`src/rtl/reg_mem_transfer.sv`:
```
// ---------------------------------------------------------------------------
// reg_mem_transfer
//
// Bulk transfer sequencer for CHIP-8 FX55 / FX65. It moves V0..Vx between
// the register file and a single-port synchronous RAM, one byte per cycle,
// starting at memory address I. It optionally advances I to I + x + 1 when
// the transfer completes. While busy it owns the register-file Vx port, the
// I write port and the RAM port.
//
// Parameters
//   INCR_I  1: write I = I + x + 1 in the DONE cycle; 0: leave I untouched
//   ADDR_W  memory address width (must be >= 4)
//
// Ports
//   clk, rst       clock and synchronous active-high reset
//   i_start        request pulse, only honoured in IDLE
//   i_load         1 = FX65 (memory -> registers), 0 = FX55 (registers -> memory)
//   i_x            last register index, V0..Vx inclusive
//   i_i_data       current I value, captured with i_start
//   o_busy         high from the cycle after an accepted start through DONE
//   o_done         one-cycle completion pulse
//   o_vx_addr      register-file index (read for store, write for load)
//   i_vx_data      register-file combinational read data
//   o_vx_en        register-file write enable
//   o_vx_data      register-file write data
//   o_i_en         I write enable
//   o_i_data       new I value
//   o_mem_addr     RAM address
//   o_mem_we       RAM write enable
//   o_mem_wdata    RAM write data
//   i_mem_rdata    RAM read data, one cycle after the address
// ---------------------------------------------------------------------------
module reg_mem_transfer #(
  parameter bit INCR_I = 1'b1,
  parameter int ADDR_W = 12
) (
  input  logic              clk,
  input  logic              rst,
  input  logic              i_start,
  input  logic              i_load,
  input  logic [3:0]        i_x,
  input  logic [15:0]       i_i_data,
  output logic              o_busy,
  output logic              o_done,
  output logic [3:0]        o_vx_addr,
  input  logic [7:0]        i_vx_data,
  output logic              o_vx_en,
  output logic [7:0]        o_vx_data,
  output logic              o_i_en,
  output logic [15:0]       o_i_data,
  output logic [ADDR_W-1:0] o_mem_addr,
  output logic              o_mem_we,
  output logic [7:0]        o_mem_wdata,
  input  logic [7:0]        i_mem_rdata
);

  localparam logic [2:0] ST_IDLE      = 3'd0;
  localparam logic [2:0] ST_STORE     = 3'd1;
  localparam logic [2:0] ST_LOAD      = 3'd2;
  localparam logic [2:0] ST_LOAD_TAIL = 3'd3;
  localparam logic [2:0] ST_DONE      = 3'd4;

  logic [2:0]        state_q, state_d;
  logic [15:0]       base_q, base_d;
  logic [3:0]        last_q, last_d;
  logic [3:0]        n_q, n_d;
  logic [ADDR_W-1:0] cur_addr;

  // Only the low ADDR_W bits of I address memory; the add wraps silently.
  assign cur_addr = base_q[ADDR_W-1:0] + ADDR_W'(n_q);

  // -------------------------------------------------------------------------
  // Next-state logic
  // -------------------------------------------------------------------------
  always_comb begin
    state_d = state_q;
    base_d  = base_q;
    last_d  = last_q;
    n_d     = n_q;
    case (state_q)
      ST_IDLE: begin
        if (i_start) begin
          base_d  = i_i_data;
          last_d  = i_x;
          n_d     = 4'd0;
          state_d = i_load ? ST_LOAD : ST_STORE;
        end
      end
      ST_STORE: begin
        if (n_q == last_q) begin
          state_d = ST_DONE;
        end else begin
          n_d = n_q + 4'd1;
        end
      end
      ST_LOAD: begin
        // The last read still needs its write-back, which happens in LOAD_TAIL.
        if (n_q == last_q) begin
          state_d = ST_LOAD_TAIL;
        end else begin
          n_d = n_q + 4'd1;
        end
      end
      ST_LOAD_TAIL: state_d = ST_DONE;
      ST_DONE:      state_d = ST_IDLE;
      default:      state_d = ST_IDLE;
    endcase
  end

  always_ff @(posedge clk) begin
    if (rst) begin
      state_q <= ST_IDLE;
      base_q  <= 16'd0;
      last_q  <= 4'd0;
      n_q     <= 4'd0;
    end else begin
      state_q <= state_d;
      base_q  <= base_d;
      last_q  <= last_d;
      n_q     <= n_d;
    end
  end

  // -------------------------------------------------------------------------
  // Output decode. Everything is a function of the current state so that a
  // reset lands the outputs at zero in the very next cycle. Idle outputs are
  // held at zero to keep them stable.
  // -------------------------------------------------------------------------
  always_comb begin
    o_busy      = (state_q != ST_IDLE);
    o_done      = 1'b0;
    o_vx_addr   = 4'd0;
    o_vx_en     = 1'b0;
    o_vx_data   = 8'd0;
    o_mem_addr  = '0;
    o_mem_we    = 1'b0;
    o_mem_wdata = 8'd0;
    case (state_q)
      ST_STORE: begin
        o_vx_addr   = n_q;
        o_mem_addr  = cur_addr;
        o_mem_we    = 1'b1;
        o_mem_wdata = i_vx_data;
      end
      ST_LOAD: begin
        o_mem_addr = cur_addr;
        // Read data lags the address by one cycle, so the write-back trails
        // the read index by one; the first LOAD cycle has nothing to write.
        if (n_q != 4'd0) begin
          o_vx_en   = 1'b1;
          o_vx_addr = n_q - 4'd1;
          o_vx_data = i_mem_rdata;
        end
      end
      ST_LOAD_TAIL: begin
        o_vx_en   = 1'b1;
        o_vx_addr = last_q;
        o_vx_data = i_mem_rdata;
      end
      ST_DONE: begin
        o_done = 1'b1;
      end
      default: begin
      end
    endcase
  end

  // I update uses full 16-bit arithmetic, independent of ADDR_W.
  if (INCR_I) begin : g_incr_i
    assign o_i_en   = (state_q == ST_DONE);
    assign o_i_data = (state_q == ST_DONE) ? (base_q + {12'd0, last_q} + 16'd1) : 16'd0;
  end else begin : g_keep_i
    assign o_i_en   = 1'b0;
    assign o_i_data = 16'd0;
  end

endmodule

```
`config.mk`:
```
export PLATFORM = sky130hd
export DESIGN_NAME = reg_mem_transfer
export DESIGN_NICKNAME = d
export VERILOG_FILES = /design/src/rtl/reg_mem_transfer.sv
export SDC_FILE = /design/constraint.sdc
export NUM_CORES = 1
export LEC_CHECK = 0
export CAP_MARGIN = 5
export CORE_UTILIZATION = 46
export DETAILED_ROUTE_END_ITERATION = 12
export PLACE_DENSITY = 0.83
export SLEW_MARGIN = 20
export SYNTH_ARGS = -nofsm -noshare
export SYNTH_HDL_FRONTEND = slang
export SYNTH_SLANG_ARGS = --single-unit
```
`constraint.sdc`:
```
create_clock -name clk -period 4.2 [get_ports clk]
set_input_delay 0.84 -clock clk [delete_from_list [all_inputs] [get_ports clk]]
set_output_delay 0.84 -clock clk [all_outputs]
set_load 0.01 [all_outputs]
```
==> results of run 1 <==
[tightest hold or removal path: stages (launching register included)]
cell and delay [ns]:
dfxtp_1 0.34, nand2_1 0.06, a21oi_1 0.06
[registers in the layout, indices dropped and copies added, names as in the netlist]
name and cells:
last_q 4, n_q 4, base_q 16, state_q 3
[kinds of logic (layout without fill, tap and decap cells)]
group	count (synthesis)	after routing	synth area share (%)
fa+ha+maj	14	14	8.88
mux	2	2	0.935
simple gates	133	133	30.1
compound gates	78	78	21.7
flops	27	27	25.2
buf+inv	26	106	5.78
xor+xnor	18	18	7.36
[power by group]
| group | switching [W] | internal [W] |
|---|---|---|
| sequential | 0.000101 | 0.000309 |
| clock | 0.0000837 | 0.0000673 |
| combinational | 0.000404 | 0.000340 |
[layout by cell type (no fill, tap or decap), types with 2 or more instances in the layout]
cell type,count
fa_1,2
o21ai_0,14
nand2_1,47
nand2b_1,3
nand3b_1,2
o22ai_1,2
o21ai_1,2
nor2b_1,13
nand3_1,4
a21oi_1,36
xor2_1,13
a21oi_2,3
nor4_1,2
dfxtp_1,27
nor3_1,4
o21bai_1,2
xnor2_1,5
clkbuf_8,3
clkdlybuf4s50_1,92
o21a_1,2
a211oi_1,3
ha_1,12
a21o_1,4
mux2i_1,2
inv_1,10
and2_1,3
nor2_1,30
o211ai_1,3
and3_1,9
a211o_1,2
nand4_1,2
and4_1,2
or3_1,9
[worst min path at each step]
stage / end
after floorplan: base_q[15]
final: base_q[15]
after CTS: base_q[15]
after global placement: base_q[0]
after detailed placement: base_q[15]
after global routing: base_q[15]
[synthesized netlist by cell type, drive strengths merged]
cell type	count	share of area (%)
nor2	30	5.3
xor2	13	5.3
a311oi	1	0.41
or4	1	0.53
or3	9	2.6
buf	8	2.6
nor3	4	0.93
ha	12	7.0
o311ai	1	0.41
and3	10	3.0
nor4	2	0.58
nand4	2	0.58
a211o	2	0.82
a21o	4	1.4
nand3	4	0.93
mux2i	2	0.93
dfxtp	27	25
nor2b	13	3.8
o21bai	2	0.70
o31a	1	0.41
o21ai	16	3.7
o22ai	2	0.58
nand3b	2	0.70
o21a	2	0.70
nand2b	4	1.3
and2	3	0.88
o2111ai	1	0.41
a21boi	1	0.35
clkbuf	8	1.4
xnor2	5	2.0
o211ai	3	1.1
inv	10	1.8
fa	2	1.9
a211oi	3	1.1
a21oi	39	9.6
and4	2	0.82
nand2	47	8.2
[area by class of cell]
class	count	area share (%)
multi-input cells	245	47.8
repair buffers	92	29.8
flip-flops and latches	27	17.5
well taps	52	2.11
clock buffers	3	1.34
inverters	10	1.21
clock inverters	1	0.243
[through the flow]
stage | utilization, % | power, W
5_1_grt | 70.0 | 0.00140
3_5_place_dp | 68.9 | 0.00115
2_1_floorplan | - | 0.000874
6_report | 70.0 | 0.00131
4_1_cts | 70.0 | 0.00130
3_3_place_gp | 68.9 | 0.00113
[layer usage]
metal  GRT usage, %  share of wire [%]  vias up
li1               -                  -     1185
met1           35.3                 46     1077
met2           38.9                 47       87
met3           2.16                5.5       11
met4           5.56                1.1        0
met5              0                  0        -
==> results by group, run 1 <==
Worst setup path
  • R2r setup slk: 2.15 ns
  • Crit Path Class: flip-flop to output pin
  • Number of buffers and inverters on the critical path: 3
  • Reg2Reg Launch Point: state_q[1]
  • CP Cell Sequence: inv_1 -> ha_1 -> inv_1 -> fa_1 -> a21o_1 -> a21oi_1 -> nor2b_1 -> xnor2_1 -> nor2_1 -> clkdlybuf4s50_1
  • Levels on crit path: 10
  • Worst path slowest cell: clkdlybuf4s50_1
  • Cell depth of the worst flop-to-flop path: 5
  • Worst Path Required: 3.36 ns
  • Setup crit start kind: flip-flop
  • Top delay family on crit path: compound AO/OA/AOI/OAI gates
  • Critical Path End: o_i_data[14]
  • CP peak stage delay: 0.54 ns
  • WP data arrival: 2.90 ns
  • Worst Setup End Kind: output pin
  • CP startpoint: last_q[0]
  • CP max FO: 9
  • Most used cell, CP: inv_1
  • R2R Path End: n_q[2]

STA
  • Max-slew violation count: 0
  • Final worst setup slack: 0.463 ns
  • Max_slew headroom: 40.9%
  • Post-route setup TNS: 0 ns
  • Minimum hold slack: 0.500 ns
  • RSZ-0062 raised after global routing: false
  • Slew at the pin closest to its max-slew limit: 0.883 ns
  • Final Skew: 0.00404 ns
  • Fmax: 268 MHz
  • # setup viols final: 0
  • Crit share post-route: 89.0%
  • Tmin final: 3.74 ns
  • Final Hold Viols: 0

Placement
  • DP Cell Count: 426
  • Post-place setup slack: 0.769 ns
  • Port-buffer cells: 92
  • Final Wtd Congestion: 0.865
  • Area after DPL: 3040 sq um
  • Post-DP HPWL: 4.75 mm

Floorplan
  • IO Pins: 93
  • DIE AREA: 4930 sq um
  • Core footprint: 4410 sq um
  • DIE HEIGHT: 70.2 um
  • Die W: 70.2 um
  • Starting Density: 48.5%
  • Num rows: 24

Clock tree
  • Clock root cell: clkbuf_8
  • Latest clock arrival within the worst-skew pair: 0.27 ns
  • H-tree depth: 1
  • CTS buffer count: 3
  • Clk slew on worst S/H paths: 0.10 ns
  • CTS tree: yes
  • # hold bufs at CTS: 0
  • Setup Buffers After CTS: 0
  • Post-CTS sizing: 0
  • Sink Count: 27
  • Deepest clock path buffer count: 2

Synthesis
  • Synth warn: 0
  • Syn Inst Count: 298
  • Yosys cell types: 43
  • Synth Cell Area: 2140 sq um
  • Register area share after synthesis: 25.2%
  • Synth Register Bits: 27
  • Syn nets: 352
  • Mapped Avg Cell Area: 7.19 sq um

Route
  • Vias: 2360
  • Drt wl/cell: 14.0 um
  • Routed WL: 6.02 mm
  • First-pass DRT Iterations: 4
  • Starting DRC count in detailed routing: 111
  • Routed Antenna Nets: 0
  • # DRC: 0
  • Via density per instance: 5.49

Job
  • Max-cap viol count: 0

GRT
  • Vias in the first global route: 2090
  • Antenna violations before repair: 0
  • Wire length of the first global-routing pass: 9.86 mm
  • Largest net degree at the start of global routing: 27
  • GRT Residual Overflow: 0
  • GRT Overall Usage: 24.3%

Power and ir drop
  • Pwr/cell area: 422 nW/um^2
  • Pleak: 1.20 nW
  • Worst vdd rail ir drop: 0.000319 V

Worst hold path
  • Worst hold start: base_q[15]
  • Hold Crit Depth: 2
  • Worst Hold Class: flip-flop to flip-flop

Layout
  • N_diodes: 0
  • FF/Latch Area: 541 sq um
  • Synth-to-layout area growth: 44.3%
  • Layout cell share with drive strength beyond 1: 2.65%
  • Final instance area: 3090 sq um
  • Fillers: 396
  • Post-Layout Cell Count: 430
  • Multi-input gate area: 1480 sq um
  • # nets final: 433

Outcome
  • Outcome: finished clean
Power figures use the tool's default switching activity.
==> run 2: changes to the inputs <==
==> constraint.sdc (replaced) <==
create_clock -name clk -period 4.7 [get_ports clk]
set_input_delay 0.94 -clock clk [delete_from_list [all_inputs] [get_ports clk]]
set_output_delay 0.94 -clock clk [all_outputs]
set_load 0.01 [all_outputs]
==> results by group, run 2 (synthesized netlist as in run 1, its figures left out) <==
Placement
  • Port-buffer cells: 92 (unchanged)
  • DP Cell Count: 426 (unchanged)
  • Post-DP HPWL: 4.71 mm (-0.74%)
  • Final Wtd Congestion: 0.865 (about the same)

Worst setup path
  • R2r setup slk: 2.73 ns (+0.58 ns)
  • WP data arrival: 2.88 ns (-0.02 ns)
  • Worst path slowest cell: clkdlybuf4s50_1
  • Number of buffers and inverters on the critical path: 3 (unchanged)
  • Crit Path Class: flip-flop to output pin
  • Worst Setup End Kind: output pin
  • CP peak stage delay: 0.54 ns (about the same)
  • R2R Path End: n_q[2]
  • CP Cell Sequence: inv_1 -> ha_1 -> inv_1 -> fa_1 -> a21o_1 -> a21oi_1 -> nor2b_1 -> xnor2_1 -> nor2_1 -> clkdlybuf4s50_1
  • Worst Path Required: 3.76 ns (+0.40 ns)
  • Most used cell, CP: inv_1
  • CP max FO: 9 (unchanged)
  • Setup crit start kind: flip-flop
  • Top delay family on crit path: compound AO/OA/AOI/OAI gates
  • Cell depth of the worst flop-to-flop path: 5 (unchanged)
  • Reg2Reg Launch Point: state_q[1]

Layout
  • Post-Layout Cell Count: 430 (unchanged)
  • Commonest cells after routing, fill and taps aside: clkdlybuf4s50_1 (92), nand2_1 (47), a21oi_1 (36), nor2_1 (30), dfxtp_1 (27)
  • Fillers: 401 (+1.3%)
  • Regs by FF count: base_q x16, last_q x4, n_q x4
  • N_diodes: 0 (unchanged)
  • Max reg flops: 16 (unchanged)
  • Synth-to-layout area growth: 44.2% (about the same)
  • Layout cell share with drive strength beyond 1: 2.65% (unchanged)
  • Most common cell after layout, fill and taps aside: clkdlybuf4s50_1
  • Top reg by flops: base_q
  • # nets final: 433 (unchanged)

Clock tree
  • Deepest clock path buffer count: 2 (unchanged)
  • CTS tree: yes
  • Clock root cell: clkbuf_8
  • Post-CTS sizing: 0 (unchanged)
  • CTS buffer count: 3 (unchanged)
  • Setup Buffers After CTS: 0 (unchanged)
  • Sink Count: 27 (unchanged)
  • # hold bufs at CTS: 0 (unchanged)
  • Clk slew on worst S/H paths: 0.09 ns (about the same)
  • H-tree depth: 1 (unchanged)
  • Latest clock arrival within the worst-skew pair: 0.27 ns (about the same)

STA
  • Max_slew headroom: 41.6% (+0.63 points)
  • Max-slew violation count: 0 (unchanged)
  • Minimum hold slack: 0.497 ns (-0.00312 ns)
  • Final Hold Viols: 0 (unchanged)
  • Tmin final: 3.82 ns
  • Crit share post-route: 81.3%
  • Slew at the pin closest to its max-slew limit: 0.874 ns (-0.00944 ns)
  • Post-route setup TNS: 0 ns (unchanged)
  • # setup viols final: 0 (unchanged)
  • RSZ-0062 raised after global routing: false
  • Fmax: 262 MHz
  • Final Skew: 0.00308 ns (-0.000963 ns)

Floorplan
  • IO Pins: 93 (unchanged)
  • Starting Density: 48.5% (unchanged)
  • DIE HEIGHT: 70.2 um (unchanged)
  • Die W: 70.2 um (unchanged)
  • Num rows: 24 (unchanged)
  • DIE AREA: 4930 sq um (unchanged)
  • Core footprint: 4410 sq um (unchanged)

Route
  • Routed WL: 6.04 mm (+0.37%)
  • Drt wl/cell: 14.0 um (+0.37%)
  • # DRC: 0 (unchanged)
  • Via density per instance: 5.55 (+1.1%)
  • Vias: 2387 (+1.1%)
  • First-pass DRT Iterations: 4 (unchanged)
  • Routed Antenna Nets: 0 (unchanged)
  • Starting DRC count in detailed routing: 140 (+26%)

Job
  • Max-cap viol count: 0 (unchanged)

GRT
  • Largest net degree at the start of global routing: 27 (unchanged)
  • GRT Residual Overflow: 0 (unchanged)
  • Wire length of the first global-routing pass: 9.80 mm (-0.57%)
  • Vias in the first global route: 2066 (-1.1%)
  • GRT Overall Usage: 24.3% (about the same)
  • Antenna violations before repair: 0 (unchanged)

Power and ir drop
  • Worst vdd rail ir drop: 0.000351 V (+10%)
  • Pleak: 1.20 nW (+0.31%)
  • Pwr/cell area: 376 nW/um^2 (-11%)
  • Clock share of power: 11.1% (-0.5 points)
  • Comb pwr share: 57.1% (about the same)
  • Internal Power: 0.000640 W (-11%)
  • Net Sw Frac: 44.9% (-0.19 points)
  • Seq pwr share: 31.8% (+0.4 points)
  • Net Switching: 0.000521 W (-11%)

Worst hold path
  • Worst hold start: base_q[15]
  • Worst Hold Class: flip-flop to flip-flop
  • Hold EP: base_q[15]
  • Hold Crit Depth: 2 (unchanged)

Outcome
  • Outcome: finished clean
==> run 2: cell types whose count changed in the layout (fill, tap and decap cells not counted), sizes merged <==
cell      change
clkinv        +1
clkinvlp      -1
==> run 2: through the flow <==
step | area [sq um] | util, % | setup WS [ns] | total power, W
after floorplan | 2140 | - | 1.88 | 0.000781
after global placement | 3040 | 68.9 | 1.18 | 0.00101
after detailed placement | 3040 | 68.9 | 1.17 | 0.00103
after CTS | 3090 | 70.0 | 0.859 | 0.00116
after global routing | 3090 | 70.0 | 0.613 | 0.00125
final | 3090 | 70.0 | 0.880 | 0.00116
==> run 2: worst min-delay path: stages, from the launching register on <==
cell and delay (ns):
dfxtp_1 0.33, nand2_1 0.06, a21oi_1 0.06
==> run 2: power by group through the flow <==
stage / combinational [W] / clock, W / sequential, W
after floorplan: 0.000456 / 0 / 0.000325
after global placement: 0.000644 / 0 / 0.000366
after detailed placement: 0.000659 / 0 / 0.000370
after CTS: 0.000661 / 0.000132 / 0.000365
after global routing: 0.000735 / 0.000141 / 0.000376
final: 0.000663 / 0.000129 / 0.000369
==> run 2: cell type report <==
class	count	area (sq um)	share of cell area (%)
multi-input cells	245	1480	47.9
repair buffers	92	921	29.8
flip-flops and latches	27	541	17.5
well taps	52	65.1	2.11
clock buffers	3	41.3	1.34
inverters	10	37.5	1.22
clock inverters	1	5.00	0.162
==> run 2: routing by layer <==
metal / GRT usage (%) / wire, um / vias up
li1: - / - / 1190
met1: 35.1 / 2740 / 1108
met2: 37.9 / 2880 / 80
met3: 2.89 / 335 / 9
met4: 7.11 / 85 / 0
met5: 0 / 0 / -
==> run 2: how the worst max path moves through the flow <==
stage	startpoint	to	slack, ns	depth (start not counted)
3_5_place_dp	last_q[0]	o_i_data[14]	1.17	10
5_1_grt	base_q[0]	o_i_data[6]	0.61	9
4_1_cts	last_q[0]	o_i_data[14]	0.86	10
6_report	last_q[0]	o_i_data[14]	0.88	10
2_1_floorplan	last_q[0]	o_i_data[12]	1.88	9
3_3_place_gp	last_q[0]	o_i_data[14]	1.18	10
==> run 3: changes to the inputs <==
--- a/config.mk
+++ b/config.mk
@@ -6,9 +6,9 @@
 export NUM_CORES = 1
 export LEC_CHECK = 0
 export CAP_MARGIN = 5
-export CORE_UTILIZATION = 46
+export CORE_UTILIZATION = 43
 export DETAILED_ROUTE_END_ITERATION = 12
-export PLACE_DENSITY = 0.83
+export PLACE_DENSITY = 0.78
 export SLEW_MARGIN = 20
 export SYNTH_ARGS = -nofsm -noshare
 export SYNTH_HDL_FRONTEND = slang
==> constraint.sdc (replaced) <==
create_clock -name clk -period 3.8 [get_ports clk]
set_input_delay 0.76 -clock clk [delete_from_list [all_inputs] [get_ports clk]]
set_output_delay 0.76 -clock clk [all_outputs]
set_load 0.01 [all_outputs]
==> results by group, run 3 (synthesized netlist as in run 1, its figures left out) <==
Worst setup path
  • Worst path slowest cell: clkdlybuf4s50_1
  • Worst Path Required: 3.04 ns (-0.72 ns)
  • Most used cell, CP: a21oi_1
  • CP peak stage delay: 0.55 ns (about the same)
  • CP Cell Sequence: ha_1 -> fa_1 -> a21o_1 -> a21oi_1 -> o21ai_0 -> a21oi_1 -> clkdlybuf4s50_1
  • Crit Path Class: flip-flop to output pin
  • WP data arrival: 2.83 ns (-0.05 ns)
  • Setup crit start kind: flip-flop
  • CP max FO: 10 (+1)
  • Worst Setup End Kind: output pin

Layout
  • Commonest cells after routing, fill and taps aside: clkdlybuf4s50_1 (92), nand2_1 (47), a21oi_1 (36), nor2_1 (30), dfxtp_1 (27)
  • Top reg by flops: base_q
  • Most common cell after layout, fill and taps aside: clkdlybuf4s50_1
  • Max reg flops: 16 (unchanged)
  • Synth-to-layout area growth: 45.9%
  • Regs by FF count: base_q x16, last_q x4, n_q x4
  • # nets final: 435 (+0.46%)
  • Layout cell share with drive strength beyond 1: 3.16% (+0.51 points)
  • Fillers: 446 (+11%)
  • N_diodes: 0 (unchanged)

GRT
  • Antenna violations before repair: 0 (unchanged)
  • GRT Overall Usage: 23.5% (-0.84 points)
  • Wire length of the first global-routing pass: 9.74 mm (-0.70%)
  • GRT Residual Overflow: 0 (unchanged)
  • Vias in the first global route: 2035 (-1.5%)
  • Largest net degree at the start of global routing: 23 (-15%)

Route
  • Routed WL: 6.07 mm (+0.50%)
  • Drt wl/cell: 13.6 um (-3.3%)
  • # DRC: 0 (unchanged)
  • Starting DRC count in detailed routing: 130 (-7.1%)
  • First-pass DRT Iterations: 4 (unchanged)
  • Via density per instance: 5.26 (-5.3%)
  • Routed Antenna Nets: 0 (unchanged)
  • Vias: 2351 (-1.5%)

Outcome
  • Outcome: finished clean

Placement
  • Post-place setup slack: 0.549 ns (-0.618 ns)
  • Post-DP HPWL: 4.80 mm (+1.9%)
  • Port-buffer cells: 92 (unchanged)
  • Final Wtd Congestion: 0.875 (+1.2%)

Floorplan
  • Core footprint: 4750 sq um (+7.7%)
  • Die W: 72.6 um (+3.3%)
  • Starting Density: 45.1% (-3.5 points)
  • IO Pins: 93 (unchanged)
  • DIE AREA: 5270 sq um (+6.8%)
  • DIE HEIGHT: 72.6 um (+3.3%)
  • Num rows: 25 (+4.2%)

Power and ir drop
  • Pwr/cell area: 461 nW/um^2 (+23%)
  • Total power: 0.00144 W (+24%)
  • Pleak: 1.20 nW (+0.43%)
  • Worst vdd rail ir drop: 0.000305 V (-13%)

Clock tree
  • Clk slew on worst S/H paths: 0.10 ns (about the same)
  • Clock root cell: clkbuf_8
  • CTS tree: yes
  • # hold bufs at CTS: 0 (unchanged)
  • CTS buffer count: 3 (unchanged)
  • Deepest clock path buffer count: 2 (unchanged)
  • Setup Buffers After CTS: 0 (unchanged)
  • H-tree depth: 1 (unchanged)
  • Post-CTS sizing: 0 (unchanged)
  • Latest clock arrival within the worst-skew pair: 0.27 ns (about the same)
  • Sink Count: 27 (unchanged)

STA
  • Fmax: 279 MHz
  • RSZ-0062 raised after global routing: false
  • Max-slew violation count: 0 (unchanged)
  • # setup viols final: 0 (unchanged)
  • Final Hold Viols: 0 (unchanged)
  • Post-route setup TNS: 0 ns (unchanged)
  • Final worst setup slack: 0.213 ns (-0.667 ns)
  • Minimum hold slack: 0.493 ns (-0.00399 ns)
  • Tmin final: 3.59 ns
  • Crit share post-route: 94.4%
  • Max_slew headroom: 48.2% (+6.6 points)
  • Slew at the pin closest to its max-slew limit: 0.777 ns (-0.0966 ns)
  • Final Skew: 0.00150 ns (-0.00158 ns)

Job
  • Max-cap viol count: 0 (unchanged)

Worst hold path
  • Worst Hold Class: flip-flop to flip-flop
[run 3: cell type report]
| cell class | count | area [sq um] | share of cell area, % |
|---|---|---|---|
| Multi-Input combinational cell | 245 | 1480 | 47.3 |
| Tap cell | 67 | 83.8 | 2.68 |
| Clock inverter | 1 | 7.51 | 0.240 |
| Timing Repair Buffer | 94 | 936 | 30.0 |
| Clock buffer | 3 | 41.3 | 1.32 |
| Inverter | 10 | 37.5 | 1.20 |
| Sequential cell | 27 | 541 | 17.3 |
[run 3: power by group]
part / total, W / internal (W) / switching, W
Clock: 0.000166 / 0.0000744 / 0.0000917
Combinational: 0.000819 / 0.000377 / 0.000442
Sequential: 0.000455 / 0.000341 / 0.000114
Total: 0.00144 / 0.000793 / 0.000647
[run 3: worst paths after layout]
kind / from / endpoint / slack (ns) / cells after the start
max: n_q[0] / o_mem_addr[6] / 0.21 / 7
min: base_q[0] / base_q[0] / 0.49 / 2
max reg2reg: state_q[1] / n_q[2] / 1.83 / 5
min reg2reg: base_q[0] / base_q[0] / 0.49 / 2
[run 3: metrics by stage]
stage,instance area (sq um),util (%),instances
2_1_floorplan,2140,-,298
3_5_place_dp,3080,64.7,443
5_1_grt,3120,65.7,447
6_report,3120,65.7,447
3_3_place_gp,3080,64.7,443
4_1_cts,3120,65.7,447
[run 3: layer usage]
layer / track usage (%) / wire (um) / share of wire (%) / vias to the layer above
met5: 0 / 0 / 0 / -
met1: 33.4 / 2800 / 46 / 1066
met4: 5.45 / 80 / 1.3 / 0
met3: 1.80 / 353 / 5.8 / 6
li1: - / - / - / 1195
met2: 38.7 / 2840 / 47 / 84
[run 3: worst max-delay path: cells and delay by family (launching register included)]
kind | cells | cell delay, ns
DFF | 1 | 0.42
adders and majority gates | 2 | 0.70
buffers and inverters | 1 | 0.55
AOI/OAI and AO/OA | 4 | 0.87
